File: src/rtl/fp_mul_pipe.sv
// Pipelined IEEE-style floating-point multiplier with generic exponent/mantissa widths,
// five rounding modes, valid/ready backpressure and a transaction tag passthrough.
module fp_mul_pipe #(
   parameter int EXP_W = 8,
   parameter int MAN_W = 23,
   parameter int ID_W  = 4
) (
   input  logic                   clk,
   input  logic                   rst_n,
   input  logic                   in_valid,
   output logic                   in_ready,
   input  logic [2:0]             r_mode,
   input  logic [EXP_W+MAN_W:0]   fp_X,
   input  logic [EXP_W+MAN_W:0]   fp_Y,
   input  logic [ID_W-1:0]        in_id,
   output logic                   out_valid,
   input  logic                   out_ready,
   output logic [EXP_W+MAN_W:0]   fp_Z,
   output logic                   ovrf,
   output logic                   udrf,
   output logic                   nv,
   output logic [ID_W-1:0]        out_id
);

   localparam int W  = 1 + EXP_W + MAN_W;
   localparam int SW = MAN_W + 1;
   localparam int PW = 2 * SW;
   localparam int EW = EXP_W + 2;

   localparam logic [EW-1:0] BIAS_E = EW'(2 ** (EXP_W - 1) - 1);
   localparam logic [EW-1:0] OVF_E  = EW'(2 ** EXP_W - 1 + 2 ** (EXP_W - 1) - 1);

   localparam logic [W-1:0] QNAN = {1'b0, {EXP_W{1'b1}}, 1'b1, {(MAN_W-1){1'b0}}};

   localparam logic [2:0] RM_RNE = 3'd0;
   localparam logic [2:0] RM_RTZ = 3'd1;
   localparam logic [2:0] RM_RDN = 3'd2;
   localparam logic [2:0] RM_RUP = 3'd3;
   localparam logic [2:0] RM_RMM = 3'd4;

   // Handshake: an operation is accepted when in_valid && in_ready. A result
   // leaves when out_valid && out_ready. The whole pipe advances unless the
   // output holds a result the consumer refuses; in_ready mirrors that advance.
   logic w_advance;

   logic                r_in_valid;
   logic [W-1:0]        r_in_x;
   logic [W-1:0]        r_in_y;
   logic [2:0]          r_in_mode;
   logic [ID_W-1:0]     r_in_id;

   logic                r_s1_valid;
   logic                r_s1_sign;
   logic [2:0]          r_s1_mode;
   logic [ID_W-1:0]     r_s1_id;
   logic                r_s1_spec;
   logic [W-1:0]        r_s1_spec_z;
   logic                r_s1_spec_nv;
   logic [SW-1:0]       r_s1_mx;
   logic [SW-1:0]       r_s1_my;
   logic [EW-1:0]       r_s1_esum;

   logic                r_s2_valid;
   logic                r_s2_sign;
   logic [2:0]          r_s2_mode;
   logic [ID_W-1:0]     r_s2_id;
   logic                r_s2_spec;
   logic [W-1:0]        r_s2_spec_z;
   logic                r_s2_spec_nv;
   logic [PW-1:0]       r_s2_prod;
   logic [EW-1:0]       r_s2_esum;

   logic                r_out_valid;
   logic [W-1:0]        r_fp_Z;
   logic                r_ovrf;
   logic                r_udrf;
   logic                r_nv;
   logic [ID_W-1:0]     r_out_id;

   assign w_advance = !(r_out_valid && !out_ready);
   assign in_ready  = w_advance;
   assign out_valid = r_out_valid;
   assign fp_Z      = r_fp_Z;
   assign ovrf      = r_ovrf;
   assign udrf      = r_udrf;
   assign nv        = r_nv;
   assign out_id    = r_out_id;

   // ---------------- operand capture ----------------
   always_ff @(posedge clk or negedge rst_n) begin
      if (!rst_n) begin
         r_in_valid <= 1'b0;
         r_in_x     <= '0;
         r_in_y     <= '0;
         r_in_mode  <= '0;
         r_in_id    <= '0;
      end else if (w_advance) begin
         r_in_valid <= in_valid;
         r_in_x     <= fp_X;
         r_in_y     <= fp_Y;
         r_in_mode  <= r_mode;
         r_in_id    <= in_id;
      end
   end

   // ---------------- S1: unpack, classify, exponent add ----------------
   logic              w_x_sign, w_y_sign, w_sign;
   logic [EXP_W-1:0]  w_x_exp, w_y_exp;
   logic [MAN_W-1:0]  w_x_man, w_y_man;
   logic              w_x_nan, w_y_nan, w_x_snan, w_y_snan;
   logic              w_x_inf, w_y_inf, w_x_zero, w_y_zero;
   logic              w_spec, w_spec_nv;
   logic [W-1:0]      w_spec_z;
   logic [2:0]        w_mode_n;
   logic [EW-1:0]     w_esum;

   assign w_x_sign = r_in_x[W-1];
   assign w_y_sign = r_in_y[W-1];
   assign w_x_exp  = r_in_x[W-2:MAN_W];
   assign w_y_exp  = r_in_y[W-2:MAN_W];
   assign w_x_man  = r_in_x[MAN_W-1:0];
   assign w_y_man  = r_in_y[MAN_W-1:0];
   assign w_sign   = w_x_sign ^ w_y_sign;

   assign w_x_nan  = (&w_x_exp) && (|w_x_man);
   assign w_y_nan  = (&w_y_exp) && (|w_y_man);
   assign w_x_snan = w_x_nan && !w_x_man[MAN_W-1];
   assign w_y_snan = w_y_nan && !w_y_man[MAN_W-1];
   assign w_x_inf  = (&w_x_exp) && !(|w_x_man);
   assign w_y_inf  = (&w_y_exp) && !(|w_y_man);
   assign w_x_zero = !(|w_x_exp);
   assign w_y_zero = !(|w_y_exp);

   assign w_mode_n = (r_in_mode > RM_RMM) ? RM_RNE : r_in_mode;
   assign w_esum   = EW'(w_x_exp) + EW'(w_y_exp);

   // Subnormal operands share the exponent-zero class and are flushed like zeros.
   always_comb begin
      w_spec    = 1'b1;
      w_spec_nv = 1'b0;
      w_spec_z  = QNAN;
      if (w_x_nan || w_y_nan) begin
         w_spec_nv = w_x_snan || w_y_snan;
      end else if ((w_x_inf && w_y_zero) || (w_y_inf && w_x_zero)) begin
         w_spec_nv = 1'b1;
      end else if (w_x_inf || w_y_inf) begin
         w_spec_z = {w_sign, {EXP_W{1'b1}}, {MAN_W{1'b0}}};
      end else if (w_x_zero || w_y_zero) begin
         w_spec_z = {w_sign, {(W-1){1'b0}}};
      end else begin
         w_spec = 1'b0;
      end
   end

   always_ff @(posedge clk or negedge rst_n) begin
      if (!rst_n) begin
         r_s1_valid   <= 1'b0;
         r_s1_sign    <= 1'b0;
         r_s1_mode    <= '0;
         r_s1_id      <= '0;
         r_s1_spec    <= 1'b0;
         r_s1_spec_z  <= '0;
         r_s1_spec_nv <= 1'b0;
         r_s1_mx      <= '0;
         r_s1_my      <= '0;
         r_s1_esum    <= '0;
      end else if (w_advance) begin
         r_s1_valid   <= r_in_valid;
         r_s1_sign    <= w_sign;
         r_s1_mode    <= w_mode_n;
         r_s1_id      <= r_in_id;
         r_s1_spec    <= w_spec;
         r_s1_spec_z  <= w_spec_z;
         r_s1_spec_nv <= w_spec_nv;
         r_s1_mx      <= {1'b1, w_x_man};
         r_s1_my      <= {1'b1, w_y_man};
         r_s1_esum    <= w_esum;
      end
   end

   // ---------------- S2: significand multiply ----------------
   always_ff @(posedge clk or negedge rst_n) begin
      if (!rst_n) begin
         r_s2_valid   <= 1'b0;
         r_s2_sign    <= 1'b0;
         r_s2_mode    <= '0;
         r_s2_id      <= '0;
         r_s2_spec    <= 1'b0;
         r_s2_spec_z  <= '0;
         r_s2_spec_nv <= 1'b0;
         r_s2_prod    <= '0;
         r_s2_esum    <= '0;
      end else if (w_advance) begin
         r_s2_valid   <= r_s1_valid;
         r_s2_sign    <= r_s1_sign;
         r_s2_mode    <= r_s1_mode;
         r_s2_id      <= r_s1_id;
         r_s2_spec    <= r_s1_spec;
         r_s2_spec_z  <= r_s1_spec_z;
         r_s2_spec_nv <= r_s1_spec_nv;
         r_s2_prod    <= PW'(r_s1_mx) * PW'(r_s1_my);
         r_s2_esum    <= r_s1_esum;
      end
   end

   // ---------------- S3: normalise, round, pack, flags ----------------
   logic              w_norm, w_guard, w_sticky, w_up, w_to_inf;
   logic [MAN_W-1:0]  w_mant;
   logic [MAN_W:0]    w_mant_r;
   logic [EW-1:0]     w_e_pre, w_e_post;
   logic [EXP_W-1:0]  w_exp_f;
   logic              w_udf, w_ovf;
   logic [W-1:0]      w_res_z;
   logic              w_res_ovrf, w_res_udrf, w_res_nv;

   // Both significands carry a hidden one, so the product's leading one sits
   // in one of its top two bits.
   assign w_norm   = r_s2_prod[PW-1];
   assign w_mant   = w_norm ? r_s2_prod[PW-2 -: MAN_W] : r_s2_prod[PW-3 -: MAN_W];
   assign w_guard  = w_norm ? r_s2_prod[MAN_W] : r_s2_prod[MAN_W-1];
   assign w_sticky = w_norm ? (|r_s2_prod[MAN_W-1:0]) : (|r_s2_prod[MAN_W-2:0]);

   always_comb begin
      w_up = 1'b0;
      case (r_s2_mode)
         RM_RTZ:  w_up = 1'b0;
         RM_RDN:  w_up = (w_guard || w_sticky) && r_s2_sign;
         RM_RUP:  w_up = (w_guard || w_sticky) && !r_s2_sign;
         RM_RMM:  w_up = w_guard;
         default: w_up = w_guard && (w_sticky || w_mant[0]);
      endcase
   end

   // Exponents stay biased twice over (eX+eY) so every compare is unsigned.
   assign w_mant_r = {1'b0, w_mant} + {{MAN_W{1'b0}}, w_up};
   assign w_e_pre  = r_s2_esum + {{(EW-1){1'b0}}, w_norm};
   assign w_e_post = w_e_pre + {{(EW-1){1'b0}}, w_mant_r[MAN_W]};
   assign w_exp_f  = EXP_W'(w_e_post - BIAS_E);
   assign w_udf    = (w_e_pre <= BIAS_E);
   assign w_ovf    = !w_udf && (w_e_post >= OVF_E);

   always_comb begin
      w_to_inf = 1'b1;
      case (r_s2_mode)
         RM_RTZ:  w_to_inf = 1'b0;
         RM_RUP:  w_to_inf = !r_s2_sign;
         RM_RDN:  w_to_inf = r_s2_sign;
         default: w_to_inf = 1'b1;
      endcase
   end

   always_comb begin
      w_res_z    = {r_s2_sign, w_exp_f, w_mant_r[MAN_W-1:0]};
      w_res_ovrf = 1'b0;
      w_res_udrf = 1'b0;
      w_res_nv   = 1'b0;
      if (r_s2_spec) begin
         w_res_z  = r_s2_spec_z;
         w_res_nv = r_s2_spec_nv;
      end else if (w_udf) begin
         w_res_z    = {r_s2_sign, {(W-1){1'b0}}};
         w_res_udrf = 1'b1;
      end else if (w_ovf) begin
         w_res_ovrf = 1'b1;
         if (w_to_inf)
            w_res_z = {r_s2_sign, {EXP_W{1'b1}}, {MAN_W{1'b0}}};
         else
            w_res_z = {r_s2_sign, {(EXP_W-1){1'b1}}, 1'b0, {MAN_W{1'b1}}};
      end
   end

   always_ff @(posedge clk or negedge rst_n) begin
      if (!rst_n) begin
         r_out_valid <= 1'b0;
         r_fp_Z      <= '0;
         r_ovrf      <= 1'b0;
         r_udrf      <= 1'b0;
         r_nv        <= 1'b0;
         r_out_id    <= '0;
      end else if (w_advance) begin
         r_out_valid <= r_s2_valid;
         r_fp_Z      <= w_res_z;
         r_ovrf      <= w_res_ovrf;
         r_udrf      <= w_res_udrf;
         r_nv        <= w_res_nv;
         r_out_id    <= r_s2_id;
      end
   end

endmodule

File: config.mk
export PLATFORM = sky130hd
export DESIGN_NAME = fp_mul_pipe
export DESIGN_NICKNAME = d
export VERILOG_FILES = /design/src/rtl/fp_mul_pipe.sv
export SDC_FILE = /design/constraint.sdc
export NUM_CORES = 2
export LEC_CHECK = 0
export ABC_AREA = 0
export CORE_AREA = 2 2 265 188
export CTS_CLUSTER_SIZE = 28
export DETAILED_ROUTE_END_ITERATION = 8
export DIE_AREA = 0 0 267 190
export PLACE_DENSITY = 0.83
export SKIP_CTS_REPAIR_TIMING = 1
export SLEW_MARGIN = 15
export SYNTH_ARGS = -nofsm -noshare
export SYNTH_HDL_FRONTEND = slang
export SYNTH_SLANG_ARGS = --single-unit
File: constraint.sdc
create_clock -name clk -period 7.8 [get_ports clk]
set_input_delay 1.56 -clock clk [delete_from_list [all_inputs] [get_ports clk]]
set_output_delay 1.56 -clock clk [all_outputs]
set_load 0.02 [all_outputs]
**Yosys cells after proc, flatten, opt, wreduce, memory -nomap -nowiden**

Cells that the tools add are included.

- Register bits: 314
- Bits of input ports: 75
- Output and inout bits: 41
- Logic and storage cells: 108

- Add/sub/neg operators: 5
- Multiply operators: 1
- Magnitude comparators: 3
- Equality and inequality tests: 4
- Muxes and demuxes: 26
- Bitwise operators: 1
- Reductions and logical operators: 38

Operator list:

| operator | number |
|---|---|
| $mux 32 | 5 |
| $reduce_or 23->1 | 3 |
| $mux 31 | 2 |
| $mul 24x24->48 | 1 |
| $add 23x1->24 | 1 |
| $mux 24 | 1 |
| $mux 23 | 1 |
| $reduce_or 22->1 | 1 |
| $add 10x1->10 | 2 |
| $reduce_and 8->1 | 2 |
| $reduce_or 8->1 | 2 |
| $mux 1 | 14 |
| $logic_and 1x1->1 | 13 |
| $ge 10x9->1 const B | 1 |
| $le 10x7->1 const B | 1 |
| $logic_not 1->1 | 10 |
| $add 8x8->9 | 1 |
| $sub 8x7->8 const B | 1 |
| $logic_or 1x1->1 | 7 |
| $eq 3x2->1 const B | 2 |
| $pmux 1 s4 | 1 |
| $eq 3x1->1 const B | 1 |
| $eq 3x3->1 const B | 1 |
| $gt 3x3->1 const B | 1 |
| other kinds (3) | 3 |

**Depth between registers and ports, before layout**

- Depth in word-level cells: 12
- Mapped depth: 28
- Depth with buffers taken out: 25

**Least setup slack after synthesis**

Ideal clock, no wire load.

- Path type: register to register
- From: register r_s1_my[3]
- To: register r_s2_prod[40]
- Library setup time: 99 ps
- Arrival time: 6764 ps
- Required time: 7701 ps
- Slack: 936 ps
- Stages on the path, launching flop included: 28
- Buffers on the path: 2
- Period minus slack after synthesis: 6864 ps
- Cell sequence: dfrtp_1 > clkbuf_1 > nand2_1 > fa_1 > inv_1 > fa_1 > inv_1 > fa_1 > inv_1 > fa_1 > inv_1 > fa_1 > inv_1 > fa_1 > inv_1 > fa_1 > inv_1 > ha_1 > clkbuf_1 > nand2_1 > nor4b_1 > a211oi_1 > a211oi_1 > a211oi_1 > a211oi_1 > o211ai_1 > mux2i_1 > a311oi_1

- Longest elaborated chain between the ends: 1

Ends and longest elaborated chain:

| what | RTL line | RTL |
|---|---|---|
| start: declaration | 60 | `logic [SW-1:0] r_s1_my;` |
| start signal: assignment | 176 | `r_s1_my <= {1'b1, w_y_man};` |
| $mul 24x24->48 | 201 | `r_s2_prod <= PW'(r_s1_mx) * PW'(r_s1_my);` |
| end signal: assignment | 201 |  |
| end: declaration | 70 | `logic [PW-1:0] r_s2_prod;` |

Every way passes these cells.
A chain may end at the register's enable or synchronous reset.

**Worst setup path in the final report**

- From: register r_s1_my[10]
- To: register r_s2_prod[37]

The elaborated chain is that of the path after synthesis.

==> results.md <==
* Iter 0 DRT Violations at 2353
* Slew headroom at 32.9%
* Crit path arrival time at 7.94 ns
* Die X at 267 um
* Global-route wire length before repair at 129000 um
* Post-Syn Area at 30600 sq um
* Via total after detailed routing at 23888
* Fin area at 33200 sq um
* H-tree depth at 1
* Total Routing Usage GR at 32.6%
* Startpoint Class: register
* Critical path capture point type: register
* Global placer's final weighted congestion at 1.00
* Worst-path clk slew at 0.06 ns
* Yosys warnings at 0
* Worst Path Required at 8.28 ns
* Syn avg cell area at 8.76 sq um
* Fin nets at 4273
* Unique cell type count in the Yosys netlist at 65
* Post-Route WL at 79500 um
* Area post-placement at 32400 sq um
* Total congestion overflow at 0
* Run status: completed
* Core area at 48600 sq um
* Worst skew pair latency at 0.57 ns
* Ant diodes at 0
* CTS sink count at 253
* Setup TNS at 0 ns
* RSZ-0062 raised after global routing: false
* Net Count, Synth at 4240
* Setup WS pre-CTS at 0.314 ns
* Setup CP Type: reg2reg
* Routed WL per cell at 18.9 um
* Die area at 50700 sq um
* Post-route DRC at 0
* Worst-margin pin slew at 1.01 ns
* CP Max Fanout at 17
* DPL Wire Length at 62900 um
* CTS Buf Count at 25
* Starting density of the core at 63.0%
* Initial antenna violation count at 0
* Main synth FF type: dfrtp_1
* Vias in the first global route at 24046
* Final-report max-slew violation count at 0
* Row count at 68
* Worst Hold Class: reg2reg
* Post-synth EDFFs at 0
* Clock root buffer: clkbuf_16
* Antenna-violating nets left at 0
* CTS tree: done
* I/O Pins at 116
* Worst Setup Slack, final at 0.337 ns
* Die Y at 190 um
* R2R Setup Slk at 0.34 ns
* Largest net degree at the start of global routing at 106
* Initial DRT Pass Iterations at 6
* Final Non-Filler Cells at 4206
* Most common cell after layout, fill and taps aside: nand2_1
* Final Critical Period at 7.46 ns
* Worst Skew at 0.0319 ns
* Port bufs at 115
* Hold Fails Final Rpt at 0
* Tcrit/Tclk final at 95.7%
* Sequential share of the synthesized area at 20.7%
* Cells after synthesis at 3492
* Yosys reg bits at 253
* Final setup viols at 0
* Most frequent cells in the layout: 838 x nand2_1, 558 x inv_1, 483 x fa_1
* Share of cells above drive strength 1 at 4.09%
* Vias per cell at 5.68
* Placed Cells incl. Taps at 4163
* Max-Cap Viols at 0
* Clock Path Buffers at 3
* Area added between synthesis and finish at 8.71%
* Max Freq at 134 MHz
* Ys async rst share at 100%
## flip-flops by register name, indices dropped and copies added (netlist names), 3 cells and up
name,cells
r_in_mode,3
r_s1_mx,24
r_in_id,4
r_in_y,32
r_s1_spec_z,3
r_s2_id,4
fp_Z,32
r_s1_esum,9
r_in_x,32
r_s1_my,23
r_s2_esum,9
r_s1_id,4
r_s2_mode,3
r_s2_spec_z,3
r_s1_mode,3
out_id,4
r_s2_prod,48
## per-stage QoR
stage | util, % | hold slack [ns]
after floorplan | - | 0.430
after global placement | 66.8 | 0.449
after detailed placement | 66.8 | 0.447
after CTS | 68.4 | 0.470
after global routing | 68.4 | 0.484
final | 68.4 | 0.466
## cell type report
class	count	area [sq um]
inverter	559	2110
tap	665	832
clock inverter	7	80.1
timing repair buffer	188	1720
clock buffer	36	697
multi-input combinational	2498	21500
sequential	253	6350
fill	3756	15300
## worst max-delay path: stages, from the launching register on
cell and delay [ns]:
dfrtp_1 0.84, buf_4 0.31, and2_1 0.17, fa_1 0.44, fa_1 0.56, inv_1 0.06, fa_1 0.54, fa_1 0.57
inv_1 0.05, fa_1 0.45, fa_1 0.49, inv_1 0.05, fa_1 0.48, inv_1 0.04, ha_1 0.37, and2_1 0.17
and3_1 0.18, a211oi_1 0.06, o21ai_0 0.23, inv_1 0.07, a31oi_1 0.36, a21oi_1 0.16, or4b_2 0.62, nand3_1 0.09
## synth_stat cells (4+ instances only)
cell        n  area, sq um
o21a_1      8         60.1
nand3b_1    7         52.6
buf_2       7         35.0
nor4_1     21          131
or3_1       4         25.0
nand3_1    24          120
clkbuf_1  161          604
inv_1     559         2100
fa_1      483         9670
nand2_1   838         3150
a311oi_1    4         35.0
mux2_2      5         56.3
nand4b_1    4         35.0
and3_1     12         75.1
o21ai_0    69          345
mux2i_1    14          140
o21bai_1    6         45.0
nor2b_1    12         75.1
and2_1    319         2000
nand4_1    22          138
ha_1      190         2380
nor3_1     13         65.1
xnor2_1    47          412
buf_1      13         48.8
a31oi_1    13         81.3
dfrtp_1   253         6330
a21o_1     41          308
nand2b_1   12         75.1
a211oi_1   22          165
a21oi_1    99          495
xor2_1     39          342
nor2_1    106          398
nor3b_1     8         60.1
## per-layer routing
| metal | part of all wire, % | track usage, % | wire, um | vias to the layer above |
|---|---|---|---|---|
| met2 | 43 | 48.3 | 34400 | 1280 |
| met4 | 2.1 | 6.44 | 1690 | 0 |
| li1 | - | - | - | 10668 |
| met1 | 42 | 48.1 | 33800 | 11794 |
| met3 | 12 | 9.40 | 9710 | 146 |
| met5 | 0 | 0 | 0 | - |
## cell families (layout without fill, tap and decap cells)
group                      after synthesis  after routing  share of synthesized area (%)
xor gates and xnor gates                87             87                           2.54
adders and majority gates              674            674                           39.4
and+or+nand+nor                       1418           1418                           21.4
buffers and inverters                  741            790                           9.15
AOI/OAI and AO/OA                      300            300                           6.20
DFF                                    253            253                           20.7
muxes                                   19             19                          0.642
## worst paths after layout
path,startpoint,endpoint,cells after the start
max,r_s1_my[10],r_s2_prod[37],23
min,r_s1_id[0],r_s1_id[0],2
max reg2reg,r_s1_my[10],r_s2_prod[37],23
min reg2reg,r_s1_id[0],r_s1_id[0],2
max in group asynchronous,rst_n,r_s2_prod[2],2
min in group asynchronous,rst_n,r_in_id[3],1
Power is left out: the tool's default activity adds up to more than one toggle a clock period on the data nets, which glitch-free logic cannot reach.
